[config.mk]
export PLATFORM = sky130hd
export DESIGN_NAME = exu_wb_arbiter
export DESIGN_NICKNAME = d
export VERILOG_FILES = /design/src/rtl/exu_wb_arbiter.sv
export SDC_FILE = /design/constraint.sdc
export NUM_CORES = 1
export LEC_CHECK = 0
export BUFFER_PORTS_ARGS = -buffer_cell sky130_fd_sc_hd__buf_2
export CORE_AREA = 4 4 132 146
export CTS_BUF_LIST = sky130_fd_sc_hd__clkbuf_8
export CTS_CLUSTER_SIZE = 14
export DETAILED_ROUTE_END_ITERATION = 10
export DIE_AREA = 0 0 136 150
export PLACE_DENSITY_LB_ADDON = 0.1
export SYNTH_ARGS = -nofsm -noshare
export SYNTH_HDL_FRONTEND = slang
export SYNTH_SLANG_ARGS = --single-unit
[constraint.sdc]
create_clock -name clk -period 3.28 [get_ports clk]
set_input_delay 0 -clock clk [delete_from_list [all_inputs] [get_ports clk]]
set_output_delay 0 -clock clk [all_outputs]
set_load 0.05 [all_outputs]
[src/rtl/exu_wb_arbiter.sv]
// Writeback arbiter for the four execution sources (ALU, MUL, DIV, LSU).
// Each source owns a single-entry holding buffer. A round-robin pointer picks
// one pending buffer per cycle, and that entry is registered onto the
// register-file write port. Entries that target x0 drain without a strobe.
module exu_wb_arbiter #(
    parameter int XLEN                = 32,
    parameter int REG_FILE_ADDR_WIDTH = 5
) (
    input  logic                               clk,
    input  logic                               rstn,
    input  logic [3:0]                         req_valid,
    output logic [3:0]                         req_ready,
    input  logic [4*REG_FILE_ADDR_WIDTH-1:0]   req_rd_addr,
    input  logic [4*XLEN-1:0]                  req_data,
    output logic [XLEN-1:0]                    exu_wb_data,
    output logic [REG_FILE_ADDR_WIDTH-1:0]     exu_wb_rd_addr,
    output logic                               exu_wb_rd_wr_en,
    output logic                               wb_busy
);

    localparam int NUM_SRC = 4;

    logic [NUM_SRC-1:0]             r_pend;
    logic [REG_FILE_ADDR_WIDTH-1:0] r_addr [NUM_SRC];
    logic [XLEN-1:0]                r_data [NUM_SRC];
    logic [1:0]                     r_rrPtr;

    logic [XLEN-1:0]                r_wbData;
    logic [REG_FILE_ADDR_WIDTH-1:0] r_wbAddr;
    logic                           r_wbWrEn;

    logic [NUM_SRC-1:0]             w_grant;
    logic [1:0]                     w_grantIdx;
    logic                           w_anyGrant;
    logic [1:0]                     w_scanIdx;
    logic [NUM_SRC-1:0]             w_accept;

    // Round-robin pick: first pending buffer starting at the pointer, wrapping mod 4
    always_comb begin
        w_grant    = '0;
        w_grantIdx = r_rrPtr;
        w_anyGrant = 1'b0;
        w_scanIdx  = r_rrPtr;
        for (int k = 0; k < NUM_SRC; k++) begin
            w_scanIdx = r_rrPtr + 2'(k);
            if (!w_anyGrant && r_pend[w_scanIdx]) begin
                w_anyGrant           = 1'b1;
                w_grantIdx           = w_scanIdx;
                w_grant[w_scanIdx]   = 1'b1;
            end
        end
    end

    // A buffer can take a new entry when empty or when it is being drained this cycle
    always_comb begin
        req_ready = ~r_pend | w_grant;
        w_accept  = req_valid & req_ready;
    end

    // Holding buffers: capture on transfer, clear when granted with nothing new arriving
    always_ff @(posedge clk or negedge rstn) begin
        if (!rstn) begin
            r_pend <= '0;
            for (int i = 0; i < NUM_SRC; i++) begin
                r_addr[i] <= '0;
                r_data[i] <= '0;
            end
        end else begin
            for (int i = 0; i < NUM_SRC; i++) begin
                if (w_accept[i]) begin
                    r_pend[i] <= 1'b1;
                    r_addr[i] <= req_rd_addr[i*REG_FILE_ADDR_WIDTH +: REG_FILE_ADDR_WIDTH];
                    r_data[i] <= req_data[i*XLEN +: XLEN];
                end else if (w_grant[i]) begin
                    r_pend[i] <= 1'b0;
                end
            end
        end
    end

    // Pointer moves just past the winner so every source gets a turn within four cycles
    always_ff @(posedge clk or negedge rstn) begin
        if (!rstn) begin
            r_rrPtr <= 2'd0;
        end else if (w_anyGrant) begin
            r_rrPtr <= w_grantIdx + 2'd1;
        end
    end

    // Register the winner onto the write port; x0 targets are consumed silently
    always_ff @(posedge clk or negedge rstn) begin
        if (!rstn) begin
            r_wbData <= '0;
            r_wbAddr <= '0;
            r_wbWrEn <= 1'b0;
        end else if (w_anyGrant) begin
            r_wbData <= r_data[w_grantIdx];
            r_wbAddr <= r_addr[w_grantIdx];
            r_wbWrEn <= (r_addr[w_grantIdx] != '0);
        end else begin
            r_wbWrEn <= 1'b0;
        end
    end

    assign exu_wb_data     = r_wbData;
    assign exu_wb_rd_addr  = r_wbAddr;
    assign exu_wb_rd_wr_en = r_wbWrEn;
    assign wb_busy         = (|r_pend) | r_wbWrEn;

endmodule
==> results of run 1 <==
path summary, 6_finish.rpt:
kind	startpoint	endpoint	slack, ns	cells past startpoint
worst max-delay path	r_rrPtr[1]	exu_wb_data[10]	0.16	9
worst min-delay path	rstn	exu_wb_data[0]	0.16	2
worst max register to register	r_rrPtr[1]	exu_wb_data[10]	0.16	9
worst min register to register	exu_wb_data[31]	exu_wb_data[31]	0.48	2
max in group asynchronous	rstn	r_data[1]	2.15	3
min in group clk	req_data[121]	r_data[25]	0.27	3
timing repair:
item,CTS,global route
resized for setup,0,3
setup buffers,0,0
hold buffers,153,0
endpoints found under the hold margin,259,0
endpoints found under the setup margin,0,3
routing by layer:
metal,up-vias,track usage
met5,-,0
met4,0,0.0791
met3,37,0.0474
met2,229,0.421
met1,3504,0.303
li1,3277,-
cell families (layout without fill, tap and decap cells):
family / count (synthesis) / in the layout / share of synthesized area
AOI/OAI and AO/OA: 60 / 60 / 0.0548
xor gates and xnor gates: 1 / 1 / 0.00100
adders and majority gates: 5 / 5 / 0.00714
buffers and inverters: 49 / 408 / 0.0340
DFF: 192 / 192 / 0.548
muxes: 156 / 156 / 0.204
and+or+nand+nor: 281 / 281 / 0.151
power groups by stage:
stage,Clock (mW),Sequential (mW),Combinational [mW]
floorplan,0,5.02,5.14
global placement,0,4.37,7.50
detailed placement,0,4.42,7.74
CTS,1.75,4.38,7.90
global route,1.85,4.54,8.57
finish,1.72,4.41,7.84
flip-flops by register name, indices dropped and copies added (netlist names):
name / cells
r_rrPtr: 2
r_pend: 4
r_data: 128
exu_wb_data: 32
exu_wb_rd_wr_en: 1
exu_wb_rd_addr: 5
r_addr: 20
worst max-delay path, cell delays in order (launching register included):
cell	delay (ns)
sky130_fd_sc_hd__dfrtp_1	0.52
sky130_fd_sc_hd__inv_1	0.14
sky130_fd_sc_hd__ha_1	0.37
sky130_fd_sc_hd__mux4_2	0.41
sky130_fd_sc_hd__or3_1	0.37
sky130_fd_sc_hd__a21oi_1	0.29
sky130_fd_sc_hd__o31a_2	0.40
sky130_fd_sc_hd__buf_4	0.23
sky130_fd_sc_hd__and3_1	0.16
sky130_fd_sc_hd__o31ai_1	0.08
cells in the mapped netlist:
cell / instances
sky130_fd_sc_hd__a31oi_4: 1
sky130_fd_sc_hd__xnor2_1: 1
sky130_fd_sc_hd__nor3b_2: 1
sky130_fd_sc_hd__buf_4: 12
sky130_fd_sc_hd__ha_1: 5
sky130_fd_sc_hd__clkbuf_1: 13
sky130_fd_sc_hd__o21ai_0: 3
sky130_fd_sc_hd__a41oi_2: 1
sky130_fd_sc_hd__nand2b_1: 6
sky130_fd_sc_hd__a221o_1: 4
sky130_fd_sc_hd__inv_1: 4
sky130_fd_sc_hd__nor4_1: 1
sky130_fd_sc_hd__nor2_1: 3
sky130_fd_sc_hd__a211o_1: 2
sky130_fd_sc_hd__nand2b_4: 1
sky130_fd_sc_hd__o31ai_2: 1
sky130_fd_sc_hd__nand3_1: 4
sky130_fd_sc_hd__a22oi_2: 1
sky130_fd_sc_hd__a21oi_1: 4
sky130_fd_sc_hd__mux2i_1: 3
sky130_fd_sc_hd__o21ai_1: 4
sky130_fd_sc_hd__nand2_2: 4
sky130_fd_sc_hd__buf_2: 13
sky130_fd_sc_hd__nor2b_1: 2
sky130_fd_sc_hd__mux2_2: 132
sky130_fd_sc_hd__nor3b_1: 2
sky130_fd_sc_hd__and3b_1: 4
sky130_fd_sc_hd__mux2_1: 18
sky130_fd_sc_hd__nand2_1: 184
sky130_fd_sc_hd__a32o_1: 2
sky130_fd_sc_hd__and3_1: 64
sky130_fd_sc_hd__nand3b_1: 2
sky130_fd_sc_hd__dfrtp_1: 192
sky130_fd_sc_hd__o211ai_2: 1
sky130_fd_sc_hd__o211ai_1: 2
sky130_fd_sc_hd__nand4_2: 1
sky130_fd_sc_hd__o31a_2: 1
sky130_fd_sc_hd__buf_6: 7
sky130_fd_sc_hd__o31ai_1: 32
sky130_fd_sc_hd__nor3_1: 1
sky130_fd_sc_hd__mux4_2: 3
sky130_fd_sc_hd__o21a_1: 1
sky130_fd_sc_hd__or3_1: 1
layout make-up:
cell class / instances / area [um^2] / area share
clock buffers: 17 / 234 / 0.0195
flip-flops and latches: 192 / 4800 / 0.400
clock inverters: 15 / 209 / 0.0174
well taps: 238 / 298 / 0.0248
repair buffers: 372 / 2760 / 0.230
inverters: 4 / 15.0 / 0.00125
multi-input cells: 503 / 3680 / 0.307
through the flow:
stage	utilization	total power, mW	setup slack, ns	hold WS, ns	cell area [um^2]
floorplan	-	10.2	0.172	-0.296	8760
global placement	0.567	11.9	0.320	0.159	10000
detailed placement	0.567	12.2	0.184	0.165	10000
CTS	0.679	14.0	0.166	0.208	12000
global route	0.679	15.0	0.00116	0.243	12000
finish	0.679	14.0	0.163	0.163	12000
==> impl_metrics.sql, run 1 <==
INSERT INTO impl_metrics (metric_group, metric, value, unit) VALUES
('worst_setup_path', 'required', '3.61', 'ns'),
('pwr', 'power.combinational.fraction', '0.562', ''),
('routing', 'detail_route.iter0.violations', '310', ''),
('run', 'cap_viol_max_count', '0', ''),
('synth', 'synth_area_leaders', 'sky130_fd_sc_hd__dfrtp_1 55%, sky130_fd_sc_hd__mux2_2 17%, sky130_fd_sc_hd__nand2_1 7.9%, sky130_fd_sc_hd__and3_1 4.6%, sky130_fd_sc_hd__o31ai_1 2.7%', ''),
('clocking', 'cts.clk_slew.worst_paths', '0.10', 'ns'),
('grt', 'largest_net_degree_at_the_start_of_global_routing', '110', ''),
('floorplanning', 'core_area', '0.0177', 'mm^2'),
('finish', 'final_common_cell', 'sky130_fd_sc_hd__buf_2', ''),
('synth', 'synth-seq-cells', '192', ''),
('routing', 'drt_drc_violations_left', '0', ''),
('sta', 'rsz0062_at_grt', 'no', ''),
('pwr', 'power.share.sequential', '0.315', ''),
('sta', 'final_hold_violation_count', '0', ''),
('synth', 'post_syn_instances', '744', ''),
('placement', 'routabilityCongestion', '0.870', ''),
('clocking', 'tritoncts', 'yes', ''),
('pwr', 'power.density', '1160', 'mW/mm^2'),
('finish', 'filler_free_cell_count_of_the_finished_design', '1341', ''),
('pwr', 'ir_worst_vdd', '623', 'uV'),
('routing', 'top_layer', 'met4', ''),
('routing', 'met2WireLength', '12400', 'um'),
('clocking', 'clock_latency', '0.47', 'ns'),
('synth', 'synth.yosys.seq_area_share', '0.548', ''),
('synth', 'syn-cell-area', '0.00876', 'mm^2'),
('synth', 'post_synth.cell_area_avg', '11.8', 'um^2'),
('routing', 'detailedRoute.firstPassIterationCount', '5', ''),
('clocking', 'cts_max_level', '4', ''),
('floorplanning', 'die_width', '136', 'um'),
('routing', 'drt_wl_total', '24200', 'um'),
('pwr', 'power.internal', '7.97', 'mW'),
('floorplanning', 'floorplan.initialDensity', '0.496', ''),
('synth', 'postSynthNetCount', '903', ''),
('placement', 'detailedPlacementHpwl', '16100', 'um'),
('routing', 'detail-route-antenna-nets', '0', ''),
('sta', 'worst-slew-pin-transition', '0.892', 'ns'),
('grt', 'grt_antenna_before_repair', '0', ''),
('routing', 'vias_per_cell', '5.26', ''),
('grt', 'grt_pass1_wl', '38500', 'um'),
('clocking', 'clock_tree.buffer_depth', '2', ''),
('run_status', 'outcome', 'completed', ''),
('pwr', 'power.net_switching', '5.99', 'mW'),
('sta', 'report.final.slew_viol_count', '0', ''),
('worst_setup_path', 'cp_data_arrival_time', '3.45', 'ns'),
('sta', 'finClkSkew', '0.0182', 'ns'),
('sta', 'finalSetupTns', '0', 'ns'),
('floorplanning', 'ioPinCount', '197', ''),
('worst_setup_path', 'timing.setup.critical_path_class', 'reg -> reg', ''),
('pwr', 'netSwitchingFraction', '0.429', ''),
('grt', 'overflow', '0', ''),
('floorplanning', 'row_count', '51', ''),
('finish', 'final_nets', '1249', ''),
('finish', 'insertedDiodeCount', '0', ''),
('worst_setup_path', 'setup.worst_path.end_class', 'register', ''),
('pwr', 'clock_power_share', '0.123', ''),
('sta', 'post_layout_min_period', '3.12', 'ns'),
('placement', 'place.detailed.instances', '1156', ''),
('synth', 'synth_largest_type_area_fraction', '0.548', ''),
('synth', 'count_of_yosys_warnings_during_synthesis', '0', ''),
('pwr', 'power.static_leakage', '5.59', 'nW'),
('routing', 'met1_length', '10200', 'um'),
('sta', 'worst_slew_margin_rel', '0.405', ''),
('finish', 'syn_to_final_growth', '37.1', '%'),
('routing', 'detailroute.via_count', '7047', ''),
('worst_setup_path', 'crit_path_max_fanout', '13', ''),
('grt', 'via_count_of_the_first_global_routing_pass', '7433', ''),
('finish', 'fill_cells', '1343', ''),
('routing', 'dr_wl_met3', '1150', 'um'),
('routing', 'routedWlPerCell', '18.0', 'um'),
('finish', 'most_used_cells_in_the_layout_excluding_fill_and_tap_cells', '195 x sky130_fd_sc_hd__buf_2, 192 x sky130_fd_sc_hd__dfrtp_1, 183 x sky130_fd_sc_hd__nand2_1', ''),
('grt', 'grtUsageTotal', '0.242', '');
No activity file was read; power rests on OpenSTA's default activity.
==> run 2: changes to the inputs <==
--- a/config.mk
+++ b/config.mk
@@ -11,7 +11,7 @@
 export CTS_CLUSTER_SIZE = 14
 export DETAILED_ROUTE_END_ITERATION = 10
 export DIE_AREA = 0 0 136 150
-export PLACE_DENSITY_LB_ADDON = 0.1
+export PLACE_DENSITY = 0.74
 export SYNTH_ARGS = -nofsm -noshare
 export SYNTH_HDL_FRONTEND = slang
 export SYNTH_SLANG_ARGS = --single-unit
==> run 2 against run 1 <==
  * Register-to-register slack better by 0.07 ns
  * Sequential power about the same
  * First-iteration DRC count increased by 3.5%
  * Final area shrank 0.47%
  * Highest routed layer unchanged
==> impl_metrics.sql, run 2 (synthesis gave the netlist of run 1 again) <==
INSERT INTO impl_metrics (metric_group, metric, value, unit) VALUES
('grt', 'grt_pass1_wl', '39300', 'um'),
('sta', 'final-setup-viol-count', '0', ''),
('placement', 'detailedPlacementHpwl', '14500', 'um'),
('pwr', 'netSwitchingFraction', '0.434', ''),
('routing', 'routedWlPerCell', '18.6', 'um'),
('routing', 'detail-route-antenna-nets', '0', ''),
('run_status', 'outcome', 'completed', ''),
('clocking', 'cts_max_level', '4', ''),
('sta', 'worst-slew-pin-transition', '0.829', 'ns'),
('routing', 'detail_route.iter0.violations', '321', ''),
('placement', 'routabilityCongestion', '0.864', ''),
('placement', 'dp_worst_setup_slack', '0.253', 'ns'),
('grt', 'groute.layer.met3.usage', '0.0514', ''),
('placement', 'io_buffer_count', '196', ''),
('clocking', 'clock-sinks', '192', ''),
('grt', 'via_count_of_the_first_global_routing_pass', '7508', ''),
('grt', 'grtUsageTotal', '0.249', ''),
('worst_setup_path', 'crit_path_max_fanout', '18', ''),
('placement', 'place.detailed.instances', '1154', ''),
('finish', 'drive_gt1_frac', '0.361', ''),
('hold_path', 'worstHoldPathType', 'in -> async', ''),
('routing', 'detailroute.via_count', '7103', ''),
('sta', 'rsz0062_at_grt', 'no', ''),
('floorplanning', 'die_y', '150', 'um'),
('pwr', 'power.internal', '7.82', 'mW'),
('sta', 'finalSetupTns', '0', 'ns'),
('clocking', 'postCtsSetupRepairBufs', '0', ''),
('pwr', 'power.share.sequential', '0.321', ''),
('grt', 'met2_usage', '0.442', ''),
('clocking', 'cts_inserted_buffers', '17', ''),
('floorplanning', 'row_count', '51', ''),
('sta', 'final_hold_violation_count', '0', ''),
('sta', 'final.period_utilization', '0.930', ''),
('finish', 'most_used_cells_in_the_layout_excluding_fill_and_tap_cells', '195 x sky130_fd_sc_hd__buf_2, 192 x sky130_fd_sc_hd__dfrtp_1, 184 x sky130_fd_sc_hd__nand2_1', ''),
('finish', 'final_common_cell', 'sky130_fd_sc_hd__buf_2', ''),
('floorplanning', 'core_area', '0.0177', 'mm^2'),
('pwr', 'ir_worst_vdd', '532', 'uV'),
('floorplanning', 'die-area', '0.0204', 'mm^2'),
('clocking', 'ctsRootBufferMaster', 'sky130_fd_sc_hd__clkbuf_8', ''),
('grt', 'grt_util_met1', '0.288', ''),
('pwr', 'power.static_leakage', '5.57', 'nW'),
('finish', 'syn_to_final_growth', '36.5', '%'),
('pwr', 'power.combinational.fraction', '0.567', ''),
('finish', 'filler_free_cell_count_of_the_finished_design', '1339', ''),
('pwr', 'power.net_switching', '5.99', 'mW'),
('finish', 'registers.top_by_ff_count', 'r_data', ''),
('finish', 'largest_register_ff_count', '128', ''),
('routing', 'vias_per_cell', '5.30', ''),
('sta', 'layout_setup_ws', '0.231', 'ns'),
('clocking', 'cts.clk_slew.worst_paths', '0.10', 'ns'),
('clocking', 'clock_tree.buffer_depth', '2', ''),
('routing', 'drt_wl_total', '24900', 'um'),
('worst_setup_path', 'required', '3.59', 'ns'),
('pwr', 'clock_power_share', '0.112', ''),
('worst_setup_path', 'setup.worst_path.end_class', 'register', ''),
('pwr', 'power.density', '1160', 'mW/mm^2'),
('sta', 'report.final.slew_viol_count', '0', ''),
('floorplanning', 'floorplan.initialDensity', '0.496', ''),
('grt', 'largest_net_degree_at_the_start_of_global_routing', '95', ''),
('finish', 'final_nets', '1247', ''),
('grt', 'grt_antenna_before_repair', '2', ''),
('routing', 'detailedRoute.firstPassIterationCount', '5', ''),
('worst_setup_path', 'cp_data_arrival_time', '3.36', 'ns'),
('worst_setup_path', 'crit_path_launch_type', 'register', ''),
('grt', 'gr_peak_layer', 'met2', ''),
('sta', 'worst_slew_margin_rel', '0.447', ''),
('worst_setup_path', 'timing.setup.critical_path_class', 'reg -> reg', ''),
('clocking', 'clock_latency', '0.47', 'ns'),
('sta', 'timing.fmax', '328', 'MHz'),
('floorplanning', 'ioPinCount', '197', ''),
('grt', 'overflow', '0', ''),
('floorplanning', 'die_width', '136', 'um'),
('run', 'cap_viol_max_count', '0', ''),
('clocking', 'tritoncts', 'yes', ''),
('routing', 'drt_drc_violations_left', '0', ''),
('sta', 'finClkSkew', '0.0170', 'ns'),
('sta', 'post_layout_min_period', '3.05', 'ns');
## run 2: changes by cell type in the layout (fill, tap and decap cells not counted), sizes merged
cell,before,now
buf,218,216
diode,0,2
inv,8,11
clkbuf,18,19
clkinvlp,2,0
clkinv,5,3
bufinv,4,2
## run 2: power by group through the flow
stage                     Sequential (mW)  Clock, mW  Combinational, mW
after CTS                            4.39       1.58               7.84
after global routing                 4.55       1.69               8.52
after detailed placement             4.43          0               7.69
final                                4.43       1.55               7.84
after floorplan                      5.02          0               5.14
after global placement               4.38          0               7.45
## run 2: worst max-delay path, stage by stage, from the launching register on
cell and delay [ns]:
sky130_fd_sc_hd__dfrtp_1 0.50, sky130_fd_sc_hd__inv_1 0.12, sky130_fd_sc_hd__ha_1 0.37, sky130_fd_sc_hd__mux4_2 0.40, sky130_fd_sc_hd__or3_1 0.37, sky130_fd_sc_hd__a21oi_1 0.30, sky130_fd_sc_hd__o31a_2 0.29, sky130_fd_sc_hd__buf_4 0.26
sky130_fd_sc_hd__and3_1 0.19, sky130_fd_sc_hd__o31ai_1 0.07
## run 2: metrics by stage
stage / instance area (um^2) / utilization / power, mW / hold slack (ns)
final: 12000 / 0.676 / 13.8 / 0.145
after floorplan: 8760 / - / 10.2 / -0.296
after detailed placement: 10000 / 0.568 / 12.1 / 0.115
after global routing: 12000 / 0.676 / 14.8 / 0.189
after CTS: 11900 / 0.676 / 13.8 / 0.154
after global placement: 10000 / 0.568 / 11.8 / 0.116
## run 2: final timing paths
check / slack [ns] / to / cells past startpoint / start
max: 0.23 / exu_wb_data[21] / 9 / r_rrPtr[1]
min: 0.14 / r_data[72] / 2 / rstn
max reg2reg: 0.23 / exu_wb_data[21] / 9 / r_rrPtr[1]
min reg2reg: 0.48 / exu_wb_data[22] / 2 / exu_wb_data[22]
max in group asynchronous: 2.26 / exu_wb_data[27] / 3 / rstn
min in group clk: 0.28 / r_data[8] / 3 / req_data[104]
## run 2: per-layer routing
layer / vias to the layer above / routed length, um
met5: - / 0
met4: 0 / 823
met3: 63 / 1250
met2: 238 / 13100
met1: 3525 / 9730
li1: 3277 / -
## run 2: layout make-up
cell class | instances | area [um^2]
fill | 1281 | 5720
sequential | 192 | 4800
multi-input combinational | 503 | 3680
timing repair buffer | 370 | 2770
tap | 238 | 298
clock buffer | 18 | 248
clock inverter | 12 | 134
inverter | 4 | 15.0
antenna | 2 | 5.00
## run 2: what timing repair did
action / in CTS / in global routing
hold buffers: 153 / 0
hold endpoints to repair: 243 / 0
resized for setup: 0 / 0
==> run 3: changes to the inputs <==
--- a/config.mk
+++ b/config.mk
@@ -6,11 +6,11 @@
 export NUM_CORES = 1
 export LEC_CHECK = 0
 export BUFFER_PORTS_ARGS = -buffer_cell sky130_fd_sc_hd__buf_2
-export CORE_AREA = 4 4 132 146
+export CORE_AREA = 3 3 131 145
 export CTS_BUF_LIST = sky130_fd_sc_hd__clkbuf_8
 export CTS_CLUSTER_SIZE = 14
 export DETAILED_ROUTE_END_ITERATION = 10
-export DIE_AREA = 0 0 136 150
+export DIE_AREA = 0 0 134 148
 export PLACE_DENSITY = 0.74
 export SYNTH_ARGS = -nofsm -noshare
 export SYNTH_HDL_FRONTEND = slang
==> run 3 against run 2 <==
  * Sequential share of layout area about the same
  * Utilization about the same
  * Flip-flop and latch count unchanged
  * Global-route usage up 0.21 points
  * Combinational power down 0.5%
  * First-iteration DRC count up 7.8%
  * Highest routed layer unchanged
  * Final area about the same
  * Via count down 0.14%
  * Die area down 2.8%
  * Clock skew up 0.0088 ns
  * Fmax down 0.46%
  * Largest power group unchanged
==> impl_metrics.sql, run 3 (synthesis gave the netlist of run 1 again) <==
INSERT INTO impl_metrics (metric_group, metric, value, unit) VALUES
('run_status', 'outcome', 'completed', ''),
('worst_setup_path', 'cp_data_arrival_time', '3.42', 'ns'),
('floorplanning', 'floorplan.initialDensity', '0.496', ''),
('worst_setup_path', 'setup.worst_path.end_class', 'register', ''),
('clocking', 'postCtsSetupRepairBufs', '0', ''),
('worst_setup_path', 'crit_path_max_fanout', '20', ''),
('clocking', 'ctsRootBufferMaster', 'sky130_fd_sc_hd__clkbuf_8', ''),
('floorplanning', 'die_y', '148', 'um'),
('sta', 'timing.fmax', '326', 'MHz'),
('sta', 'worst_slew_margin_rel', '0.435', ''),
('worst_setup_path', 'crit_path_launch_type', 'register', ''),
('pwr', 'power.density', '1150', 'mW/mm^2'),
('sta', 'worst-slew-pin-transition', '0.848', 'ns'),
('clocking', 'cts-hold-fix-buffers', '153', ''),
('floorplanning', 'ioPinCount', '197', ''),
('placement', 'place.detailed.instances', '1154', ''),
('finish', 'final_common_cell', 'sky130_fd_sc_hd__buf_2', ''),
('sta', 'layout_setup_ws', '0.217', 'ns'),
('clocking', 'tritoncts', 'yes', ''),
('worst_setup_path', 'timing.critical_path.cells', 'inv_1 > ha_1 > mux4_2 > nor2b_1 > nand2_1 > nand3_1 > a221o_1 > nand2_2 > buf_12 > mux2_2', ''),
('finish', 'most_used_cells_in_the_layout_excluding_fill_and_tap_cells', '195 x sky130_fd_sc_hd__buf_2, 192 x sky130_fd_sc_hd__dfrtp_1, 184 x sky130_fd_sc_hd__nand2_1', ''),
('placement', 'routabilityCongestion', '0.859', ''),
('worst_setup_path', 'critical_path.max_stage_delay', '0.50', 'ns'),
('sta', 'report.final.slew_viol_count', '0', ''),
('pwr', 'report.power.total', '13.8', 'mW'),
('worst_setup_path', 'timing.setup.critical_path_class', 'reg -> reg', ''),
('floorplanning', 'row_count', '51', ''),
('placement', 'detailedPlacementHpwl', '14700', 'um'),
('sta', 'finalHoldWorstSlack', '0.111', 'ns'),
('floorplanning', 'core_area', '0.0177', 'mm^2'),
('placement', 'io_buffer_count', '196', ''),
('clocking', 'cts_inserted_buffers', '17', ''),
('finish', 'syn_to_final_growth', '36.4', '%'),
('routing', 'vias_per_cell', '5.29', ''),
('sta', 'post_layout_min_period', '3.06', 'ns'),
('grt', 'largest_net_degree_at_the_start_of_global_routing', '83', ''),
('grt', 'via_count_of_the_first_global_routing_pass', '7461', ''),
('finish', 'filler_free_cell_count_of_the_finished_design', '1340', ''),
('placement', 'dp_worst_setup_slack', '0.243', 'ns'),
('finish', 'post-route-util', '0.676', ''),
('clocking', 'cts-resized-gates', '0', ''),
('routing', 'detailroute.via_count', '7093', ''),
('finish', 'largest_register_ff_count', '128', ''),
('finish', 'postLayoutCellArea', '0.0120', 'mm^2'),
('routing', 'detail-route-antenna-nets', '0', ''),
('clocking', 'cts.clk_slew.worst_paths', '0.10', 'ns'),
('routing', 'routedWlPerCell', '18.2', 'um'),
('floorplanning', 'die-area', '0.0198', 'mm^2'),
('worst_setup_path', 'crit_path_top_delay_cell', 'sky130_fd_sc_hd__dfrtp_1', ''),
('routing', 'drt_drc_violations_left', '0', ''),
('hold_path', 'worstHoldPathType', 'in -> async', ''),
('clocking', 'cts_max_level', '4', ''),
('grt', 'grtUsageTotal', '0.251', ''),
('sta', 'rsz0062_at_grt', 'no', ''),
('finish', 'final_nets', '1247', ''),
('clocking', 'clock_tree.buffer_depth', '2', ''),
('routing', 'detailedRoute.firstPassIterationCount', '5', ''),
('sta', 'final_hold_violation_count', '0', ''),
('routing', 'drt_wl_total', '24400', 'um'),
('finish', 'drive_gt1_frac', '0.361', ''),
('grt', 'grt_antenna_before_repair', '1', ''),
('pwr', 'ir_worst_vdd', '827', 'uV'),
('run', 'cap_viol_max_count', '0', ''),
('finish', 'registers.top_by_ff_count', 'r_data', ''),
('sta', 'finalSetupTns', '0', 'ns'),
('sta', 'finClkSkew', '0.0258', 'ns'),
('clocking', 'clock-sinks', '192', ''),
('placement', 'postPlaceCellArea', '0.0100', 'mm^2'),
('sta', 'final.period_utilization', '0.934', ''),
('clocking', 'clock_latency', '0.47', 'ns'),
('routing', 'detail_route.iter0.violations', '346', ''),
('grt', 'grt_pass1_wl', '38900', 'um'),
('floorplanning', 'die_width', '134', 'um'),
('worst_setup_path', 'required', '3.63', 'ns'),
('sta', 'final-setup-viol-count', '0', ''),
('grt', 'overflow', '0', ''),
('pwr', 'power.static_leakage', '5.56', 'nW');
[run 3: cell types whose count changed in the layout (fill, tap and decap cells not counted)]
cell                         previous run  this run
sky130_fd_sc_hd__buf_12                 7         6
sky130_fd_sc_hd__diode_2                2         1
sky130_fd_sc_hd__inv_6                  5         2
sky130_fd_sc_hd__clkinvlp_4             0         3
sky130_fd_sc_hd__buf_4                 14        15
sky130_fd_sc_hd__clkinv_4               0         3
sky130_fd_sc_hd__inv_1                  5         6
sky130_fd_sc_hd__clkbuf_8              19        18
sky130_fd_sc_hd__inv_8                  1         2
sky130_fd_sc_hd__clkinv_2               3         1
[run 3: report_power, final]
group	total, mW	leakage (nW)	switching, mW	internal (mW)
registers	4.41	2.24	0.734	3.68
logic	7.80	3.12	4.39	3.41
clock network	1.55	0.199	0.866	0.688
[run 3: layout make-up]
| type | count | area [um^2] |
|---|---|---|
| inverter | 4 | 15.0 |
| tap | 238 | 298 |
| clock buffer | 17 | 234 |
| multi-input combinational | 503 | 3680 |
| timing repair buffer | 370 | 2750 |
| sequential | 192 | 4800 |
| antenna | 1 | 2.50 |
| clock inverter | 15 | 161 |
| fill | 1239 | 5720 |
[run 3: worst max-delay path: cells and delay by family, from the launching register on]
| kind | cells | cell delay, ns |
|---|---|---|
| adder cells (fa/ha/maj) | 1 | 0.37 |
| AO/OA/AOI/OAI | 1 | 0.32 |
| multiplexers | 2 | 0.76 |
| AND/OR/NAND/NOR | 4 | 0.65 |
| flip-flops | 1 | 0.50 |
| buffers and inverters | 2 | 0.35 |
[run 3: final timing paths]
| kind | startpoint | to | slack [ns] | cells past startpoint |
|---|---|---|---|---|
| setup / recovery | r_rrPtr[1] | r_data[78] | 0.22 | 10 |
| hold / removal | rstn | r_data[104] | 0.11 | 2 |
| hold reg to reg | exu_wb_data[6] | exu_wb_data[6] | 0.48 | 2 |
| min in group clk | req_data[124] | r_data[28] | 0.29 | 3 |
| setup reg to reg | r_rrPtr[1] | r_data[78] | 0.22 | 10 |
| max in group asynchronous | rstn | exu_wb_data[25] | 2.12 | 3 |
[run 3: metal layers]
metal / vias up / part of all wire / track usage
met3: 58 / 0.054 / 0.0504
met1: 3507 / 0.40 / 0.302
li1: 3270 / - / -
met2: 258 / 0.52 / 0.443
met5: - / 0 / 0
met4: 0 / 0.028 / 0.101
